### src/rtl/axi_lite_pkg.sv
// Shared AXI4-Lite definitions: response codes, FSM encoding and data width
// for the single-outstanding AXI-Lite initiator.
package axi_lite_pkg;

    localparam int unsigned C_AXI_DATA_WIDTH = 32;
    localparam int unsigned C_AXI_STRB_WIDTH = C_AXI_DATA_WIDTH / 8;
    localparam int unsigned C_STATE_WIDTH    = 3;

    localparam logic [1:0] RESP_OKAY   = 2'b00;
    localparam logic [1:0] RESP_EXOKAY = 2'b01;
    localparam logic [1:0] RESP_SLVERR = 2'b10;
    localparam logic [1:0] RESP_DECERR = 2'b11;

    localparam logic [C_STATE_WIDTH-1:0] ST_IDLE    = 3'd0;
    localparam logic [C_STATE_WIDTH-1:0] ST_WR_REQ  = 3'd1;
    localparam logic [C_STATE_WIDTH-1:0] ST_WR_RESP = 3'd2;
    localparam logic [C_STATE_WIDTH-1:0] ST_RD_REQ  = 3'd3;
    localparam logic [C_STATE_WIDTH-1:0] ST_RD_RESP = 3'd4;
    localparam logic [C_STATE_WIDTH-1:0] ST_DONE    = 3'd5;

    typedef enum logic [C_STATE_WIDTH-1:0] {
        IDLE    = ST_IDLE,
        WR_REQ  = ST_WR_REQ,
        WR_RESP = ST_WR_RESP,
        RD_REQ  = ST_RD_REQ,
        RD_RESP = ST_RD_RESP,
        DONE    = ST_DONE
    } state_t;

    // EXOKAY is not meaningful for AXI-Lite, so anything but OKAY is an error.
    function automatic logic resp_is_err(input logic [1:0] resp);
        return resp != RESP_OKAY;
    endfunction

endpackage

### src/rtl/axi_lite_master_if.sv
// Single-outstanding AXI4-Lite initiator bridging a core valid/ready request
// port onto AXI-Lite; misaligned requests complete locally with an error.
module axi_lite_master_if
    import axi_lite_pkg::*;
#(
    parameter int unsigned ADDR_WIDTH = 32,
    parameter int unsigned DATA_WIDTH = C_AXI_DATA_WIDTH
) (
    input  logic                    M_AXI_ACLK,
    input  logic                    M_AXI_ARESETN,

    input  logic                    req_valid,
    output logic                    req_ready,
    input  logic                    req_wr,
    input  logic [ADDR_WIDTH-1:0]   req_addr,
    input  logic [DATA_WIDTH-1:0]   req_wdata,
    input  logic [DATA_WIDTH/8-1:0] req_wstrb,
    output logic                    resp_valid,
    output logic                    resp_err,
    output logic [DATA_WIDTH-1:0]   resp_rdata,

    output logic [ADDR_WIDTH-1:0]   M_AXI_AWADDR,
    output logic                    M_AXI_AWVALID,
    input  logic                    M_AXI_AWREADY,
    output logic [DATA_WIDTH-1:0]   M_AXI_WDATA,
    output logic [DATA_WIDTH/8-1:0] M_AXI_WSTRB,
    output logic                    M_AXI_WVALID,
    input  logic                    M_AXI_WREADY,
    input  logic [1:0]              M_AXI_BRESP,
    input  logic                    M_AXI_BVALID,
    output logic                    M_AXI_BREADY,
    output logic [ADDR_WIDTH-1:0]   M_AXI_ARADDR,
    output logic                    M_AXI_ARVALID,
    input  logic                    M_AXI_ARREADY,
    input  logic [DATA_WIDTH-1:0]   M_AXI_RDATA,
    input  logic [1:0]              M_AXI_RRESP,
    input  logic                    M_AXI_RVALID,
    output logic                    M_AXI_RREADY
);

    localparam int unsigned STRB_WIDTH = DATA_WIDTH / 8;

    state_t                  r_state;
    logic [ADDR_WIDTH-1:0]   r_addr;
    logic [DATA_WIDTH-1:0]   r_wdata;
    logic [STRB_WIDTH-1:0]   r_wstrb;
    logic                    r_wr;
    logic                    r_awvalid;
    logic                    r_wvalid;
    logic                    r_bready;
    logic                    r_arvalid;
    logic                    r_rready;
    logic                    r_aw_done;
    logic                    r_w_done;
    logic                    r_resp_valid;
    logic                    r_resp_err;
    logic [DATA_WIDTH-1:0]   r_rdata;

    logic                    w_accept;
    logic                    w_misaligned;
    logic                    w_aw_hs;
    logic                    w_w_hs;
    logic                    w_aw_complete;
    logic                    w_w_complete;

    assign w_accept      = req_valid && (r_state == IDLE);
    assign w_misaligned  = (req_addr[1:0] != 2'b00);
    assign w_aw_hs       = r_awvalid && M_AXI_AWREADY;
    assign w_w_hs        = r_wvalid && M_AXI_WREADY;
    assign w_aw_complete = r_aw_done || w_aw_hs;
    assign w_w_complete  = r_w_done || w_w_hs;

    // Transaction FSM; every bus-facing control is a register updated here.
    always_ff @(posedge M_AXI_ACLK or negedge M_AXI_ARESETN) begin
        if (!M_AXI_ARESETN) begin
            r_state      <= IDLE;
            r_addr       <= '0;
            r_wdata      <= '0;
            r_wstrb      <= '0;
            r_wr         <= 1'b0;
            r_awvalid    <= 1'b0;
            r_wvalid     <= 1'b0;
            r_bready     <= 1'b0;
            r_arvalid    <= 1'b0;
            r_rready     <= 1'b0;
            r_aw_done    <= 1'b0;
            r_w_done     <= 1'b0;
            r_resp_valid <= 1'b0;
            r_resp_err   <= 1'b0;
            r_rdata      <= '0;
        end else begin
            case (r_state)
                IDLE: begin
                    if (w_accept) begin
                        r_addr    <= req_addr;
                        r_wdata   <= req_wdata;
                        r_wstrb   <= req_wstrb;
                        r_wr      <= req_wr;
                        r_aw_done <= 1'b0;
                        r_w_done  <= 1'b0;
                        if (w_misaligned) begin
                            r_resp_valid <= 1'b1;
                            r_resp_err   <= 1'b1;
                            r_state      <= DONE;
                        end else if (req_wr) begin
                            r_awvalid <= 1'b1;
                            r_wvalid  <= 1'b1;
                            r_state   <= WR_REQ;
                        end else begin
                            r_arvalid <= 1'b1;
                            r_state   <= RD_REQ;
                        end
                    end
                end

                // AW and W retire independently; leave once both have.
                WR_REQ: begin
                    if (w_aw_hs) begin
                        r_awvalid <= 1'b0;
                        r_aw_done <= 1'b1;
                    end
                    if (w_w_hs) begin
                        r_wvalid <= 1'b0;
                        r_w_done <= 1'b1;
                    end
                    if (w_aw_complete && w_w_complete) begin
                        r_bready <= 1'b1;
                        r_state  <= WR_RESP;
                    end
                end

                WR_RESP: begin
                    if (M_AXI_BVALID) begin
                        r_bready     <= 1'b0;
                        r_resp_valid <= 1'b1;
                        r_resp_err   <= resp_is_err(M_AXI_BRESP);
                        r_state      <= DONE;
                    end
                end

                RD_REQ: begin
                    if (M_AXI_ARREADY) begin
                        r_arvalid <= 1'b0;
                        r_rready  <= 1'b1;
                        r_state   <= RD_RESP;
                    end
                end

                RD_RESP: begin
                    if (M_AXI_RVALID) begin
                        r_rready     <= 1'b0;
                        r_resp_valid <= 1'b1;
                        r_resp_err   <= resp_is_err(M_AXI_RRESP);
                        if (!r_wr) begin
                            r_rdata <= M_AXI_RDATA;
                        end
                        r_state <= DONE;
                    end
                end

                DONE: begin
                    r_resp_valid <= 1'b0;
                    r_state      <= IDLE;
                end

                default: begin
                    r_awvalid    <= 1'b0;
                    r_wvalid     <= 1'b0;
                    r_bready     <= 1'b0;
                    r_arvalid    <= 1'b0;
                    r_rready     <= 1'b0;
                    r_resp_valid <= 1'b0;
                    r_state      <= IDLE;
                end
            endcase
        end
    end

    assign req_ready     = (r_state == IDLE);
    assign resp_valid    = r_resp_valid;
    assign resp_err      = r_resp_err;
    assign resp_rdata    = r_rdata;

    assign M_AXI_AWADDR  = r_addr;
    assign M_AXI_AWVALID = r_awvalid;
    assign M_AXI_WDATA   = r_wdata;
    assign M_AXI_WSTRB   = r_wstrb;
    assign M_AXI_WVALID  = r_wvalid;
    assign M_AXI_BREADY  = r_bready;
    assign M_AXI_ARADDR  = r_addr;
    assign M_AXI_ARVALID = r_arvalid;
    assign M_AXI_RREADY  = r_rready;

endmodule

### config.mk
export PLATFORM = sky130hd
export DESIGN_NAME = axi_lite_master_if
export DESIGN_NICKNAME = d
export VERILOG_FILES = /design/src/rtl/axi_lite_pkg.sv /design/src/rtl/axi_lite_master_if.sv
export SDC_FILE = /design/constraint.sdc
export NUM_CORES = 1
export LEC_CHECK = 0
export ABC_AREA = 1
export CELL_PAD_IN_SITES_DETAIL_PLACEMENT = 0
export CELL_PAD_IN_SITES_GLOBAL_PLACEMENT = 1
export CORE_UTILIZATION = 28
export CTS_CLUSTER_DIAMETER = 200
export DETAILED_ROUTE_END_ITERATION = 10
export PLACE_DENSITY = 0.9
export SYNTH_ARGS = -nofsm -noshare
export SYNTH_HDL_FRONTEND = slang
export SYNTH_SLANG_ARGS = --single-unit
### constraint.sdc
create_clock -name M_AXI_ACLK -period 1.75 [get_ports M_AXI_ACLK]
set_input_delay 0.35 -clock M_AXI_ACLK [delete_from_list [all_inputs] [get_ports M_AXI_ACLK]]
set_output_delay 0.35 -clock M_AXI_ACLK [all_outputs]
set_load 0.01 [all_outputs]
==> results.md <==
* Starting density of the core at 29.0%
* FF-to-FF path depth at 8
* Avg Inst Size Synth at 8.61 sq um
* Critical Path Slowest Stage Cell: clkdlybuf4s50_1
* Hpwl dp at 10.4 mm
* Wirelength, routed at between 10 and 15 mm
* CTS tree: done
* Simple-Gate Fraction of Synth Area at 26.7%
* Number of global-route vias before repair at 4305
* Max frequency at 0.591 GHz
* CP max stage delay at 0.55 ns
* Register area share after synthesis at 55.8%
* Clock sink count at around 110
* Synth Warn # at 0
* Worst min-delay path category: flip-flop to flip-flop
* Clock Path Buffers at 2
* H-tree levels at 4
* Number of fill cells at roughly 1700
* Drt first pass iters at 4
* Worst-Skew Late Latency at 0.41 ns
* WP data arrival at 1.34 ns
* EDFF count, synth at 0
* Die area at roughly 19000 sq um
* Top-count cell post-synth: nand2_1
* Die Height at 136 um
* Slew HR at 64.1%
* Crit-path cells: clkdlybuf4s50_1
* Die X at 136 um
* Dominant cell type by area after synthesis: dfrtp_1
* Crit Path Category: flip-flop to output pin
* I/O pins at 253
* Max cap viols at 0
* Area grow syn2layout at 60.4%
* Synth Area in Adders at 0%
* FF-to-FF End: M_AXI_ARADDR[1]$_DFFE_PN0P_
* P_leak at 4.07 nW
* Final Wtd Congestion at 0.826
* Pre-CTS setup slack at 0.0866 ns
* Setup crit end kind: output pin
* Worst Tran Pin Value at ~0.54 ns
* Total power divided by cell area at ~1800 nW/um^2
* Worst Setup SP: M_AXI_ARADDR[12]$_DFFE_PN0P_
* Synth Cell Area at 5060 sq um
* Via count at 4572
* Final Cell Area at 8130 sq um
* Total Power at 14.5 mW
* Synth Instances at 588
* Num rows at 48
* Placed inst area at 7540 sq um
* Fin util at 46.5%
* Status: finished, final reports clean
* Drt drc at 0
* CTS buffer count at 17
* Largest net degree at the start of global routing at 73
* End of the critical path: M_AXI_ARADDR[12]
* Fin Clk Skew at roughly 0.0077 ns
* Starting DRC count in detailed routing at 242
* Mux share of post-synthesis cell area at 0%
* Initial antenna violation count at 0
* Post-synthesis compound-gate area fraction at 4.74%
* FF-to-FF Start: r_state[1]$_DFFE_PN0P_
* Main combinational cell family by area after synthesis: simple AND/OR/NAND/NOR gates
* IO Port Bufs at 252
* Mapped Nets at about 700
* Setup ws final at 0.0570 ns
* CP required at approximately 1.4 ns
* Final TNS setup at 0 ns
* Tcrit/Tclk final at a little over nine tenths
* Clock Pin Slew Worst Setup and Hold Paths at 0.06 ns
* First-pass GRT wire length at 22.5 mm
* Worst path bufs/invs at 1
* Max VDD drop at 0.856 mV
* Synth top cells by count: 216 x nand2_1, 113 x dfrtp_1, 82 x nand3_1
* CP startpoint kind: flip-flop
* Ys flop type: dfrtp_1
* Critical path depth in cells at 1
* RSZ-0062 raised after global routing: false
* Slew Limit Fails at 0
* Seq cells post-synth at 113
* Final setup fails at 0
* Synth area leaders: dfrtp_1 56%, nand2_1 16%, nand3_1 8.1%
* Layout cells sized above 1 at 7.40%
* R2r setup slk at 0.16 ns
* Post-layout nets at 925
* Final Non-Filler Cells at 1049
* Core area at 17500 sq um
* Cell variety after synth at 23
* Global route overflow at 0
* Fin crit period at 1.69 ns
* DR WL/cell at 14.1 um
* Overall Global Routing Usage at 16.1%
* FFs w/ async S/R, synth at 100%
* Largest fanout on the critical path at 3
* DRT antenna net count at 0
* Top Family by Delay on Critical Path: buffers and inverters
* Post-synth top area share at 55.8%
* Placed Cells at 1014
* Synth Area in XOR/XNOR at 0%
* Minimum hold slack at 0.465 ns
* # diodes at 0
* Final Hold Fails at 0
* Vias/cell at about 4.4
* Root Buffer: clkbuf_16
==> registers in the layout, summed over array words and instances (netlist names), 3 cells and up <==
name,flops
M_AXI_WSTRB,4
resp_rdata,32
r_state,3
M_AXI_WDATA,32
M_AXI_ARADDR,32
==> final cells by class <==
cell class / instances / area [sq um] / area share, %
clock buffer: 21 / 470 / 5.79
clock inverter: 10 / 62.6 / 0.770
inverter: 50 / 193 / 2.37
multi-input combinational: 362 / 1590 / 19.6
sequential: 113 / 2830 / 34.8
tap: 225 / 282 / 3.46
timing repair buffer: 268 / 2700 / 33.2
==> metal layers <==
layer	global-route usage (%)	wire, um	vias up
li1	-	-	2252
met1	18.6	6140	2085
met2	26.0	6830	217
met3	6.81	1590	18
met4	6.73	243	0
met5	0	0	-
==> what timing repair did <==
| item | in CTS | in global routing |
|---|---|---|
| hold buffers | 1 | 0 |
| endpoints found under the hold margin | 72 | 0 |
| setup buffers | 3 | 0 |
| setup endpoints to repair | 11 | 44 |
| resized for setup | 11 | 13 |
==> placed cells by master, fill, tap and decap left out, drive strengths merged <==
cell type / synthesis / final
clkbuf: 5 / 21
nand2: 218 / 218
nor2: 13 / 13
clkdlybuf4s50: 0 / 233
dfrtp: 113 / 113
buf: 58 / 18
o31ai: 1 / 1
inv: 50 / 50
clkinv: 0 / 5
o21ai: 44 / 44
clkinvlp: 0 / 5
a21oi: 1 / 1
nand3b: 1 / 1
dlymetal6s2s: 0 / 9
dlygate4sd3: 0 / 1
dlygate4sd2: 0 / 7
nand3: 84 / 84
==> kinds of logic after synthesis <==
group / count (synthesis)
simple gates: 316
flops: 113
buf+inv: 113
compound gates: 46
==> how the worst min path moves through the flow <==
| stage | end | depth (start not counted) | start | slack, ns |
|---|---|---|---|---|
| after CTS | resp_valid$_DFFE_PN0P_ | 5 | req_valid | 0.45 |
| final | M_AXI_WDATA[22]$_DFFE_PN0P_ | 2 | M_AXI_WDATA[22]$_DFFE_PN0P_ | 0.47 |
| after global placement | resp_rdata[23]$_DFFE_PN0P_ | 2 | M_AXI_ARESETN | 0.40 |
| after global routing | resp_valid$_DFFE_PN0P_ | 5 | req_valid | 0.47 |
| after floorplan | M_AXI_ARADDR[0]$_DFFE_PN0P_ | 0 | M_AXI_ARESETN | 0.05 |
| after detailed placement | resp_rdata[31]$_DFFE_PN0P_ | 2 | M_AXI_ARESETN | 0.41 |
==> power by group <==
part / total (mW) / internal, mW / leakage (nW) / switching [mW]
Clock: 3.12 / 1.90 / 0.253 / 1.22
Combinational: 6.79 / 3.55 / 2.40 / 3.24
Sequential: 4.60 / 3.83 / 1.42 / 0.772
Total: 14.5 / 9.27 / 4.07 / 5.23
Note: power is estimated with default switching activity, not from simulation.
